### config.mk
export PLATFORM = sky130hd
export DESIGN_NAME = nic_ctrl_csr
export DESIGN_NICKNAME = d
export VERILOG_FILES = /design/src/rtl/nic_ctrl_csr.sv
export SDC_FILE = /design/constraint.sdc
export NUM_CORES = 1
export LEC_CHECK = 0
export CAP_MARGIN = 5
export CORE_MARGIN = 5
export CORE_UTILIZATION = 60
export DETAILED_ROUTE_END_ITERATION = 8
export DONT_BUFFER_PORTS = 1
export GPL_TIMING_DRIVEN = 0
export PLACE_DENSITY = 0.76
export SLEW_MARGIN = 10
export SYNTH_ARGS = -nofsm -noshare
export SYNTH_HDL_FRONTEND = slang
export SYNTH_SLANG_ARGS = --single-unit
### constraint.sdc
create_clock -name clk_i -period 15.7 [get_ports clk_i]
set_input_delay 4.71 -clock clk_i [delete_from_list [all_inputs] [get_ports clk_i]]
set_output_delay 4.71 -clock clk_i [all_outputs]
set_load 0.005 [all_outputs]
### src/rtl/nic_ctrl_csr.sv
// NIC configuration CSRs: CPU-written shadow set, copied atomically to the active outputs on commit at an RX frame boundary.
// Optional: define NIC_CTRL_CSR_COMMIT_TIMEOUT_EN to force the commit after COMMIT_TIMEOUT cycles without idle.
module nic_ctrl_csr #(
  parameter logic [47:0] DEF_HOST_MAC   = 48'h0,
  parameter logic [15:0] DEF_MTU        = 16'd1500,
  parameter logic [15:0] MTU_MIN        = 16'd68,
  parameter logic [15:0] MTU_MAX        = 16'd9600,
  parameter int unsigned COMMIT_TIMEOUT = 65535
) (
  input  logic        clk_i,
  input  logic        rst_i,
  input  logic [2:0]  avs_address_i,
  input  logic        avs_write_i,
  input  logic [31:0] avs_writedata_i,
  input  logic [3:0]  avs_byteenable_i,
  input  logic        avs_read_i,
  output logic [31:0] avs_readdata_o,
  output logic        avs_readdatavalid_o,
  input  logic        rx_idle_i,
  output logic [47:0] host_mac_o,
  output logic [47:0] alt_host_mac_o,
  output logic        also_use_alt_host_mac_o,
  output logic        promisc_mode_o,
  output logic [11:0] encaps_vlan_o,
  output logic [15:0] mtu_o,
  output logic        cfg_update_o
);

  typedef enum logic [1:0] {
    ST_IDLE  = 2'd0,
    ST_PEND  = 2'd1,
    ST_APPLY = 2'd2
  } state_e;

  function automatic logic [31:0] be_merge(input logic [31:0] old_v,
                                           input logic [31:0] new_v,
                                           input logic [3:0]  be);
    logic [31:0] res;
    for (int i = 0; i < 4; i++) begin
      res[8*i +: 8] = be[i] ? new_v[8*i +: 8] : old_v[8*i +: 8];
    end
    return res;
  endfunction

  state_e      state_q, state_d;
  logic [47:0] mac_sh_q, mac_sh_d, alt_sh_q, alt_sh_d;
  logic [11:0] vlan_sh_q, vlan_sh_d;
  logic [15:0] mtu_sh_q, mtu_sh_d;
  logic        promisc_sh_q, promisc_sh_d, alt_en_sh_q, alt_en_sh_d;
  logic [47:0] host_mac_q, host_mac_d, alt_mac_q, alt_mac_d;
  logic [11:0] vlan_q, vlan_d;
  logic [15:0] mtu_q, mtu_d;
  logic        promisc_q, promisc_d, alt_en_q, alt_en_d;
  logic        mtu_err_q, mtu_err_d, forced_q, forced_d;
  logic        cfg_update_q, cfg_update_d;
  logic [31:0] readdata_q, readdata_d;
  logic        rvalid_q, rvalid_d;
  logic [31:0] reg_val_s, merged_s;
  logic        commit_s, forced_rd_s;

`ifdef NIC_CTRL_CSR_COMMIT_TIMEOUT_EN
  localparam logic [15:0] TMO_LAST = 16'(COMMIT_TIMEOUT - 1);
  logic [15:0] cnt_q, cnt_d;
  assign forced_rd_s = forced_q;
`else
  logic unused_timeout_s;
  assign unused_timeout_s = ^COMMIT_TIMEOUT;
  assign forced_rd_s      = 1'b0;
`endif

  // Register view of the addressed word; also the base for byteenable merges, so unimplemented bits stay 0.
  always_comb begin
    reg_val_s = 32'h0;
    case (avs_address_i)
      3'd0:    reg_val_s = mac_sh_q[31:0];
      3'd1:    reg_val_s = {16'h0, mac_sh_q[47:32]};
      3'd2:    reg_val_s = alt_sh_q[31:0];
      3'd3:    reg_val_s = {16'h0, alt_sh_q[47:32]};
      3'd4:    reg_val_s = {20'h0, vlan_sh_q};
      3'd5:    reg_val_s = {16'h0, mtu_sh_q};
      3'd6:    reg_val_s = {30'h0, alt_en_sh_q, promisc_sh_q};
      3'd7:    reg_val_s = {29'h0, mtu_err_q, forced_rd_s, (state_q != ST_IDLE)};
      default: reg_val_s = 32'h0;
    endcase
    merged_s = be_merge(reg_val_s, avs_writedata_i, avs_byteenable_i);
    commit_s = avs_write_i && (avs_address_i == 3'd7) && avs_byteenable_i[0] && avs_writedata_i[0];
  end

  // Next-state logic: bus writes into shadows/status, then the commit FSM.
  always_comb begin
    state_d      = state_q;
    mac_sh_d     = mac_sh_q;
    alt_sh_d     = alt_sh_q;
    vlan_sh_d    = vlan_sh_q;
    mtu_sh_d     = mtu_sh_q;
    promisc_sh_d = promisc_sh_q;
    alt_en_sh_d  = alt_en_sh_q;
    host_mac_d   = host_mac_q;
    alt_mac_d    = alt_mac_q;
    vlan_d       = vlan_q;
    mtu_d        = mtu_q;
    promisc_d    = promisc_q;
    alt_en_d     = alt_en_q;
    mtu_err_d    = mtu_err_q;
    forced_d     = forced_q;
    cfg_update_d = 1'b0;
    readdata_d   = avs_read_i ? reg_val_s : 32'h0;
    rvalid_d     = avs_read_i;
`ifdef NIC_CTRL_CSR_COMMIT_TIMEOUT_EN
    cnt_d        = cnt_q;
`endif

    if (avs_write_i) begin
      case (avs_address_i)
        3'd0: mac_sh_d[31:0]  = merged_s;
        3'd1: mac_sh_d[47:32] = merged_s[15:0];
        3'd2: alt_sh_d[31:0]  = merged_s;
        3'd3: alt_sh_d[47:32] = merged_s[15:0];
        3'd4: vlan_sh_d       = merged_s[11:0];
        3'd5: begin
          if ((merged_s[15:0] >= MTU_MIN) && (merged_s[15:0] <= MTU_MAX)) begin
            mtu_sh_d = merged_s[15:0];
          end else begin
            mtu_err_d = 1'b1;
          end
        end
        3'd6: begin
          promisc_sh_d = merged_s[0];
          alt_en_sh_d  = merged_s[1];
        end
        3'd7: begin
          if (avs_byteenable_i[0] && avs_writedata_i[1]) forced_d = 1'b0;
          else forced_d = forced_d;
          if (avs_byteenable_i[0] && avs_writedata_i[2]) mtu_err_d = 1'b0;
          else mtu_err_d = mtu_err_d;
        end
        default: mac_sh_d = mac_sh_q;
      endcase
    end else begin
      mac_sh_d = mac_sh_q;
    end

    case (state_q)
      ST_IDLE: begin
        if (commit_s) begin
          state_d = ST_PEND;
`ifdef NIC_CTRL_CSR_COMMIT_TIMEOUT_EN
          cnt_d   = 16'd0;
`endif
        end else begin
          state_d = ST_IDLE;
        end
      end
      ST_PEND: begin
        if (rx_idle_i) begin
          state_d = ST_APPLY;
`ifdef NIC_CTRL_CSR_COMMIT_TIMEOUT_EN
        end else if (cnt_q == TMO_LAST) begin
          state_d  = ST_APPLY;
          forced_d = 1'b1;
        end else begin
          cnt_d = cnt_q + 16'd1;
`else
        end else begin
          state_d = ST_PEND;
`endif
        end
      end
      ST_APPLY: begin
        // Actives take the shadows as registered at the start of APPLY; writes sampled now miss this apply.
        host_mac_d   = mac_sh_q;
        alt_mac_d    = alt_sh_q;
        vlan_d       = vlan_sh_q;
        mtu_d        = mtu_sh_q;
        promisc_d    = promisc_sh_q;
        alt_en_d     = alt_en_sh_q;
        cfg_update_d = 1'b1;
        if (commit_s) begin
          state_d = ST_PEND;
`ifdef NIC_CTRL_CSR_COMMIT_TIMEOUT_EN
          cnt_d   = 16'd0;
`endif
        end else begin
          state_d = ST_IDLE;
        end
      end
      default: state_d = ST_IDLE;
    endcase
  end

  // State, shadow, active and bus-response registers.
  always_ff @(posedge clk_i or posedge rst_i) begin
    if (rst_i) begin
      state_q      <= ST_IDLE;
      mac_sh_q     <= DEF_HOST_MAC;
      alt_sh_q     <= 48'h0;
      vlan_sh_q    <= 12'h0;
      mtu_sh_q     <= DEF_MTU;
      promisc_sh_q <= 1'b0;
      alt_en_sh_q  <= 1'b0;
      host_mac_q   <= DEF_HOST_MAC;
      alt_mac_q    <= 48'h0;
      vlan_q       <= 12'h0;
      mtu_q        <= DEF_MTU;
      promisc_q    <= 1'b0;
      alt_en_q     <= 1'b0;
      mtu_err_q    <= 1'b0;
      forced_q     <= 1'b0;
      cfg_update_q <= 1'b0;
      readdata_q   <= 32'h0;
      rvalid_q     <= 1'b0;
`ifdef NIC_CTRL_CSR_COMMIT_TIMEOUT_EN
      cnt_q        <= 16'd0;
`endif
    end else begin
      state_q      <= state_d;
      mac_sh_q     <= mac_sh_d;
      alt_sh_q     <= alt_sh_d;
      vlan_sh_q    <= vlan_sh_d;
      mtu_sh_q     <= mtu_sh_d;
      promisc_sh_q <= promisc_sh_d;
      alt_en_sh_q  <= alt_en_sh_d;
      host_mac_q   <= host_mac_d;
      alt_mac_q    <= alt_mac_d;
      vlan_q       <= vlan_d;
      mtu_q        <= mtu_d;
      promisc_q    <= promisc_d;
      alt_en_q     <= alt_en_d;
      mtu_err_q    <= mtu_err_d;
      forced_q     <= forced_d;
      cfg_update_q <= cfg_update_d;
      readdata_q   <= readdata_d;
      rvalid_q     <= rvalid_d;
`ifdef NIC_CTRL_CSR_COMMIT_TIMEOUT_EN
      cnt_q        <= cnt_d;
`endif
    end
  end

  assign avs_readdata_o          = readdata_q;
  assign avs_readdatavalid_o     = rvalid_q;
  assign host_mac_o              = host_mac_q;
  assign alt_host_mac_o          = alt_mac_q;
  assign also_use_alt_host_mac_o = alt_en_q;
  assign promisc_mode_o          = promisc_q;
  assign encaps_vlan_o           = vlan_q;
  assign mtu_o                   = mtu_q;
  assign cfg_update_o            = cfg_update_q;

endmodule

---- Yosys cells after proc, flatten, opt, wreduce, memory -nomap -nowiden ----
Cells that the tools add are included.
operators by class
  reductions and logical operators ........ 18
  multiplexer cells ....................... 13
  magnitude comparators ................... 2
  eq/ne operators ......................... 11
operator list
  cell                                                                 number
  case mux 32 bit (8 select lines)                                     1
  2-to-1 mux 32 bit                                                    1
  2-to-1 mux 8 bit                                                     4
  greater-or-equal comparator 16 x 7 -> 1 bit (second input constant)  1
  <= comparator 16 x 14 -> 1 bit (second input constant)               1
  equality test 3 bit (second input constant)                          4
  AND reduction 2 bit                                                  6
  equality test 3 x 2 -> 1 bit (second input constant)                 2
  logical AND 1 bit                                                    5
  2-to-1 mux 1 bit                                                     4
  case mux 2 bit (2 select lines)                                      1
  AND reduction 4 bit                                                  1
  nonzero test 2 bit                                                   2
  equality test 3 x 1 -> 1 bit (second input constant)                 1
  logical NOT 3 bit                                                    1
  AND reduction 3 bit                                                  1
  equality test 2 x 1 -> 1 bit (second input constant)                 1
  equality test 2 bit (second input constant)                          1
  logical NOT 2 bit                                                    1
  2-to-1 mux 2 bit                                                     1
  != test 2 x 1 -> 1 bit (second input constant)                       1
  != test 2 bit (second input constant)                                1
  case mux 1 bit (2 select lines)                                      1
  OR reduction 2 bit                                                   1
word-level totals
  word-level logic and storage cells ...... 63
  input bits .............................. 44
  output and inout bits ................... 160
  bits in registers ....................... 289

---- Depth between registers and ports, before layout ----
Gate-level depths: netlist of run 1.
  depth after elaboration ................. 7
  gate-level depth with buffers ........... 14
  mapped depth without buffers ............ 8

---- Worst setup path after synthesis of run 1 ----
Ideal clock, no wire load.
  path kind ............................... input to register
  from .................................... input avs_address_i[2]
  to ...................................... register mtu_sh_q[5]
  library setup time ...................... 0.125 ns
  required time ........................... 15.575 ns
  stages .................................. 11
  arrival time ............................ 7.017 ns
  path slack .............................. 8.558 ns
  path buffers ............................ 3
  cells stage by stage .................... buf_6 -> buf_6 -> or4_4 -> mux2_4 -> o31ai_4 -> nand2_1 -> a2111oi_4 -> nand2_1 -> a311o_1 -> buf_6 -> mux2_4
between the ends
  cells in the longest elaborated chain, start to end .. 6
  elaborated cells between the ends (all ways) .. 15
  classes of those cells .................. 2 x order compare; 7 x eq/ne; 3 x mux; 3 x reduce/logical
RTL lines
  item                                                                                           RTL line  RTL
  from (decl)                                                                                    12        input logic [2:0] avs_address_i,
  equality test 3 bit (tied with other cells)                                                    74        case (avs_address_i)
  case mux 32 bit (8 select lines)                                                               74
  2-to-1 mux 8 bit                                                                               40        res[8*i +: 8] = be[i] ? new_v[8*i +: 8] : old_v[8*i +: 8];
  greater-or-equal comparator 16 x 7 -> 1 bit or <= comparator 16 x 14 -> 1 bit (tied branches)  121       if ((merged_s[15:0] >= MTU_MIN) && (merged_s[15:0] <= MTU_MAX)) begin
  logical AND 1 bit                                                                              121
  AND reduction 3 bit (no line)                                                                  --
  to (signal assigned)                                                                           220       mtu_sh_q <= mtu_sh_d;
  to (decl)                                                                                      48        logic [15:0] mtu_sh_q, mtu_sh_d;
Parallel ways exist; a longest one is shown, timed or not.
A chain may end at the register's enable or synchronous reset.

---- Worst setup path after layout of run 1 ----
  from .................................... input avs_address_i[2]
  to ...................................... register mtu_sh_q[1]
Same word-level chain as after synthesis.

==> flow_summary.toml, run 1 <==
[outcome]
run_status = "completed"

[critical_path]
cp_top_family = "compound AO/OA/AOI/OAI gates"
critPathLaunch = "avs_address_i[2]"
start_kind = "input pin"
worstPathMaxFanout = 10
cpMaxStageDelayCell = "o31a_1"
critPathMaxStageDelay_ns = 0.51
r2r-start = "vlan_sh_q[10]$_DFFE_PP0P_"
endpoint_kind = "register"
critical_path_class = "in -> reg"
cp.required_ns = 16.09
cp_num_buf_inv = 4
path_common_cell = "buf_6"
path_cells = "buf_6 > nand2b_1 > clkbuf_1 > o32ai_1 > nor3b_1 > o31a_1 > o211a_1 > o2111ai_1 > a311o_1 > buf_6 > buf_8 > mux2i_1"
arrival_ns = 7.72

[yosys]
ys_warn_count = 0
synth-seq-cells = 289
mappedNetlistNets = 1032
syn_area_per_cell_um2 = 12.1
netlist-cell-type-count = 65
synth.most_common_cell = "dfrtp_1"
synth.top_cell.area_share = 0.576
synthTopCellsByArea = "dfrtp_1 (58%), mux2_2 (14%), o21ai_0 (4.8%)"
async_flop_share = 1.00
synth_edf_count = 0
synthTopCellsByCount = "dfrtp_1 (275), mux2_2 (144), nand2_1 (127), o21ai_0 (115), clkbuf_1 (45)"
netlist_area_mm2 = 0.0120
synth_top_area_cell = "dfrtp_1"
ys_seq_area_frac = 0.607
synth-main-ff-cell = "dfrtp_1"
syn_inst = 988

[clock_tree]
cts_tree = "built"
root_buffer = "clkbuf_16"
htree_num_levels = 1
numCtsBuffers = 28
clock-sinks = 289
postCtsSetupBuffers = 0
ctsHoldBuffers = 0
ctsResizeCount = 0
clkTransAtPathRegs_ns = 0.06
clk_latency_ns = 0.54
clock_path_buffers = 3

[global_route]
grt.busiest_layer = "met2"
gr-usage-met2 = 0.444
grt_pass1_vias = 8397
met1_usage = 0.388
gr-total-overflow = 0
antenna_found_initial = 1
grt_use_met3 = 0.0934
grtUsageTotal = 0.288
grt_pass1_wl_um = 49700
grt_max_degree = 112

[hold_path]
holdCritStartpoint = "mtu_sh_q[2]$_DFFE_PP1P_"
hp-class = "reg -> reg"

[power_and_ir_drop]
pwr_density_cell_mw_per_mm2 = 144
peakVddDrop_v = 0.0000961
power_leakage_nw = 6.29

[placement]
gp_congestion = 0.951
hpwl_um = 22900
io_buffer_count = 0
placed_area_mm2 = 0.0123

[timing]
finClkSkew_ns = 0.0163
whs_ns = 0.491
rsz0062_at_grt = "false"
setup_tns_ns = 0
worst_pin_slew_ns = 0.863
relSlewSlack = 0.422
post-route-period-util = 0.467
fin_crit_ns = 7.34
fmax_mhz = 136
hold_violations = 0
setup_viol = 0
slew_viol_final = 0

[floorplanning]
fp-row-count = 51
core_mm2 = 0.0195
start_util = 0.612
io_pins = 204
fp.dieArea_mm2 = 0.0228
fp.dieW_um = 151
die_y_um = 151

[routing]
wl_per_cell_um = 24.7
drt_wl_total_um = 32300
post_drt_via_cell_ratio = 6.23
drc = 0
detail-route-antenna-nets = 0
via_count = 8144
drtIter0Drc = 712
drtPass1Iterations = 7

[finish]
nets = 1064
area_growth_pct = 11.0
drive_gt1_frac = 0.231
final_area_mm2 = 0.0133
finish.utilization = 0.679

[flow_run]
maxCapViolations = 0
cell type report:
class / count / area [µm²]
buffer: 63 / 309
sequential: 289 / 7250
inverter: 38 / 150
fill: 1451 / 6260
antenna: 1 / 2.50
timing repair buffer: 2 / 55.1
clock buffer: 42 / 855
multi-input combinational: 598 / 4250
tap: 265 / 332
clock inverter: 10 / 63.8
per-layer routing:
metal	routed length [µm]	vias up
li1	-	3532
met1	12900	4108
met2	14800	416
met3	3390	88
met4	1200	0
met5	0	-
final timing paths:
| path | to | slack [ns] | cells past startpoint |
|---|---|---|---|
| min in group asynchronous | cfg_update_o$_DFF_PP0_ | 4.08 | 1 |
| min | mtu_sh_q[2]$_DFFE_PP1P_ | 0.49 | 2 |
| max | mtu_sh_q[1]$_DFFE_PP0P_ | 8.36 | 12 |
| min reg2reg | mtu_sh_q[2]$_DFFE_PP1P_ | 0.49 | 2 |
| max reg2reg | mtu_sh_q[1]$_DFFE_PP0P_ | 12.65 | 9 |
| max in group asynchronous | mac_sh_q[36]$_DFFE_PP0P_ | 10.70 | 2 |
cell families (layout without fill, tap and decap cells):
group           count (synthesis)  count (layout)  share of synthesized area
flops                         289             289                      0.607
mux                           172             172                      0.161
compound gates                202             202                      0.110
simple gates                  224             224                     0.0838
other cells                     0               1                          0
buf+inv                       101             155                     0.0378
tightest hold or removal path: stages (launching register included):
cell and delay, ns:
dfstp_2 0.38, inv_1 0.05, mux2i_1 0.06
cell usage in the layout, fill, tap and decap left out, drive strengths merged, types with 3 or more instances in the layout:
| cell type | n |
|---|---|
| a211o | 3 |
| a21o | 3 |
| a21oi | 7 |
| a221o | 3 |
| a22o | 4 |
| a22oi | 22 |
| and2 | 5 |
| buf | 20 |
| clkbuf | 87 |
| clkinv | 7 |
| clkinvlp | 4 |
| dfrtp | 275 |
| dfstp | 14 |
| inv | 37 |
| mux2 | 147 |
| mux2i | 24 |
| nand2 | 127 |
| nand2b | 6 |
| nand3 | 5 |
| nand4 | 5 |
| nor2 | 44 |
| nor2b | 8 |
| nor3 | 6 |
| nor3b | 4 |
| o211ai | 4 |
| o21ai | 115 |
| o221ai | 6 |
| o32ai | 6 |
metrics by stage:
step,setup slack [ns],power [mW],std cells
after floorplan,3.04,1.17,988
after global placement,0.261,1.25,1253
after detailed placement,7.98,1.27,1255
after CTS,8.49,1.93,1307
after global routing,8.34,2.01,1308
final,8.36,1.92,1308
registers in the layout, indices dropped and copies added (netlist names):
register	flops
cfg_update_o	1
mtu_err_q	1
mtu_sh_q	16
alt_sh_q	48
host_mac_o	48
state_q	2
avs_readdata_o	32
promisc_sh_q	1
alt_host_mac_o	48
alt_en_sh_q	1
avs_readdatavalid_o	1
also_use_alt_host_mac_o	1
mac_sh_q	48
mtu_o	16
encaps_vlan_o	12
promisc_mode_o	1
vlan_sh_q	12
power breakdown:
part           switching (mW)  total (mW)  internal, mW
clock                   0.281       0.657         0.376
combinational           0.124       0.236         0.111
sequential              0.127        1.02         0.896
total                   0.533        1.92          1.38
Power figures use the tool's default switching activity.
==> run 2, diff against run 1 <==
--- a/config.mk
+++ b/config.mk
@@ -7,11 +7,11 @@
 export LEC_CHECK = 0
 export CAP_MARGIN = 5
 export CORE_MARGIN = 5
-export CORE_UTILIZATION = 60
+export CORE_UTILIZATION = 57
 export DETAILED_ROUTE_END_ITERATION = 8
 export DONT_BUFFER_PORTS = 1
 export GPL_TIMING_DRIVEN = 0
-export PLACE_DENSITY = 0.76
+export PLACE_DENSITY = 0.75
 export SLEW_MARGIN = 10
 export SYNTH_ARGS = -nofsm -noshare
 export SYNTH_HDL_FRONTEND = slang
==> constraint.sdc (replaced) <==
create_clock -name clk_i -period 6.7 [get_ports clk_i]
set_input_delay 2.01 -clock clk_i [delete_from_list [all_inputs] [get_ports clk_i]]
set_output_delay 2.01 -clock clk_i [all_outputs]
set_load 0.005 [all_outputs]
==> flow_summary.toml, run 2 (synthesis results as in run 1) <==
[routing]
detail-route-antenna-nets = 0
via_count = 8151
post_drt_via_cell_ratio = 6.17
drtIter0Drc = 650
drc = 0
wl_per_cell_um = 25.3
drtPass1Iterations = 5
drt_wl_total_um = 33500

[clock_tree]
clock_path_buffers = 3
clock-sinks = 289
htree_num_levels = 1
root_buffer = "clkbuf_16"
ctsHoldBuffers = 0
ctsResizeCount = 0
clk_latency_ns = 0.55
numCtsBuffers = 29
cts_tree = "built"
clkTransAtPathRegs_ns = 0.06
postCtsSetupBuffers = 0

[critical_path]
ff2ff_path_depth = 9
cp.required_ns = 7.16
arrival_ns = 5.16
start_kind = "input pin"
critical_path_class = "in -> reg"
r2r_slack_ns = 3.61
reg2reg_to = "mtu_sh_q[3]$_DFFE_PP1P_"
critPathLaunch = "avs_address_i[2]"
r2r-start = "vlan_sh_q[10]$_DFFE_PP0P_"
crit_end = "mtu_sh_q[3]$_DFFE_PP1P_"
endpoint_kind = "register"
worstPathMaxFanout = 10

[timing]
slew_viol_final = 0
worst_pin_slew_ns = 0.928
finClkSkew_ns = 0.0231
rsz0062_at_grt = "false"
setup_viol = 0
fmax_mhz = 213
fin_ws_ns = 2.00
whs_ns = 0.492
setup_tns_ns = 0
hold_violations = 0
post-route-period-util = 0.701
relSlewSlack = 0.378
fin_crit_ns = 4.70

[finish]
final_common_cell = "dfrtp_1"
area_growth_pct = 11.7
finish.utilization = 0.641
antenna_cells = 0
drive_gt1_frac = 0.232
fillCellCount = 1641
most-common-layout-cells = "dfrtp_1 (275), mux2_2 (144), nand2_1 (127), o21ai_0 (115), clkbuf_1 (52)"
nets = 1071

[placement]
gp_congestion = 0.933
hpwl_um = 24000
io_buffer_count = 0
pre_cts_ws_ns = 1.61

[outcome]
run_status = "completed"

[hold_path]
hp-class = "reg -> reg"
worstHoldPathCells = 2

[power_and_ir_drop]
pwr_density_cell_mw_per_mm2 = 338
peakVddDrop_v = 0.000230
p_total_mw = 4.51
power_leakage_nw = 6.34

[global_route]
grt_pass1_wl_um = 51800
gr-total-overflow = 0
antenna_found_initial = 0
grtUsageTotal = 0.281
grt_max_degree = 40
grt_pass1_vias = 8458

[floorplanning]
die_y_um = 155
fp.dieArea_mm2 = 0.0240
start_util = 0.574
core_mm2 = 0.0208
io_pins = 204
fp-row-count = 53
fp.dieW_um = 155

[flow_run]
maxCapViolations = 0
[run 2: changes by cell type in the layout (fill, tap and decap cells not counted), sizes merged]
cell and delta:
buf +6, bufinv +1, clkbuf -1, clkinv +1, clkinvlp -3, diode -1
[run 2: worst min path at each step]
stage                             from                       to  slack (ns)
2_1_floorplan  mtu_sh_q[2]$_DFFE_PP1P_  mtu_sh_q[2]$_DFFE_PP1P_        0.45
3_3_place_gp   mtu_sh_q[2]$_DFFE_PP1P_  mtu_sh_q[2]$_DFFE_PP1P_        0.48
3_5_place_dp   mtu_sh_q[2]$_DFFE_PP1P_  mtu_sh_q[2]$_DFFE_PP1P_        0.48
4_1_cts        mtu_sh_q[2]$_DFFE_PP1P_  mtu_sh_q[2]$_DFFE_PP1P_        0.49
5_1_grt        mtu_sh_q[2]$_DFFE_PP1P_  mtu_sh_q[2]$_DFFE_PP1P_        0.50
6_report       mtu_sh_q[2]$_DFFE_PP1P_  mtu_sh_q[2]$_DFFE_PP1P_        0.49
[run 2: layout make-up]
class                   count  area (µm²)  area share
plain buffers              63         309      0.0231
clock buffers              41         821      0.0615
clock inverters             9        73.8     0.00553
inverters                  38         146      0.0110
multi-input cells         598        4250       0.318
flip-flops and latches    289        7250       0.543
well taps                 275         344      0.0258
repair buffers              8         160      0.0120
[run 2: worst max-delay path: stages]
cell,delay (ns)
buf_6,0.12
nand2b_1,0.06
clkbuf_1,0.45
o32ai_1,0.14
nor3b_1,0.48
o31a_1,0.54
nand4_1,0.24
o32ai_1,0.26
a311o_1,0.24
buf_6,0.17
buf_8,0.19
mux2i_1,0.23
[run 2: report_power, final]
part           total, mW  switching (mW)  internal, mW
registers           2.40           0.301          2.10
logic              0.565           0.297         0.267
clock network       1.54           0.658         0.886
[run 2: through the flow]
| stage | instances | instance area (µm²) |
|---|---|---|
| finish | 1321 | 13400 |
| global route | 1321 | 13400 |
| CTS | 1321 | 13400 |
| detailed placement | 1271 | 12500 |
| global placement | 1263 | 12300 |
| floorplan | 988 | 12000 |
[run 2: per-layer routing]
metal	wire [µm]	share of wire	GRT usage	vias to the layer above
met1	13500	0.40	0.386	4155
li1	-	-	-	3535
met5	0	0	0	-
met4	1110	0.033	0.0904	0
met3	3310	0.099	0.0831	76
met2	15600	0.46	0.434	385
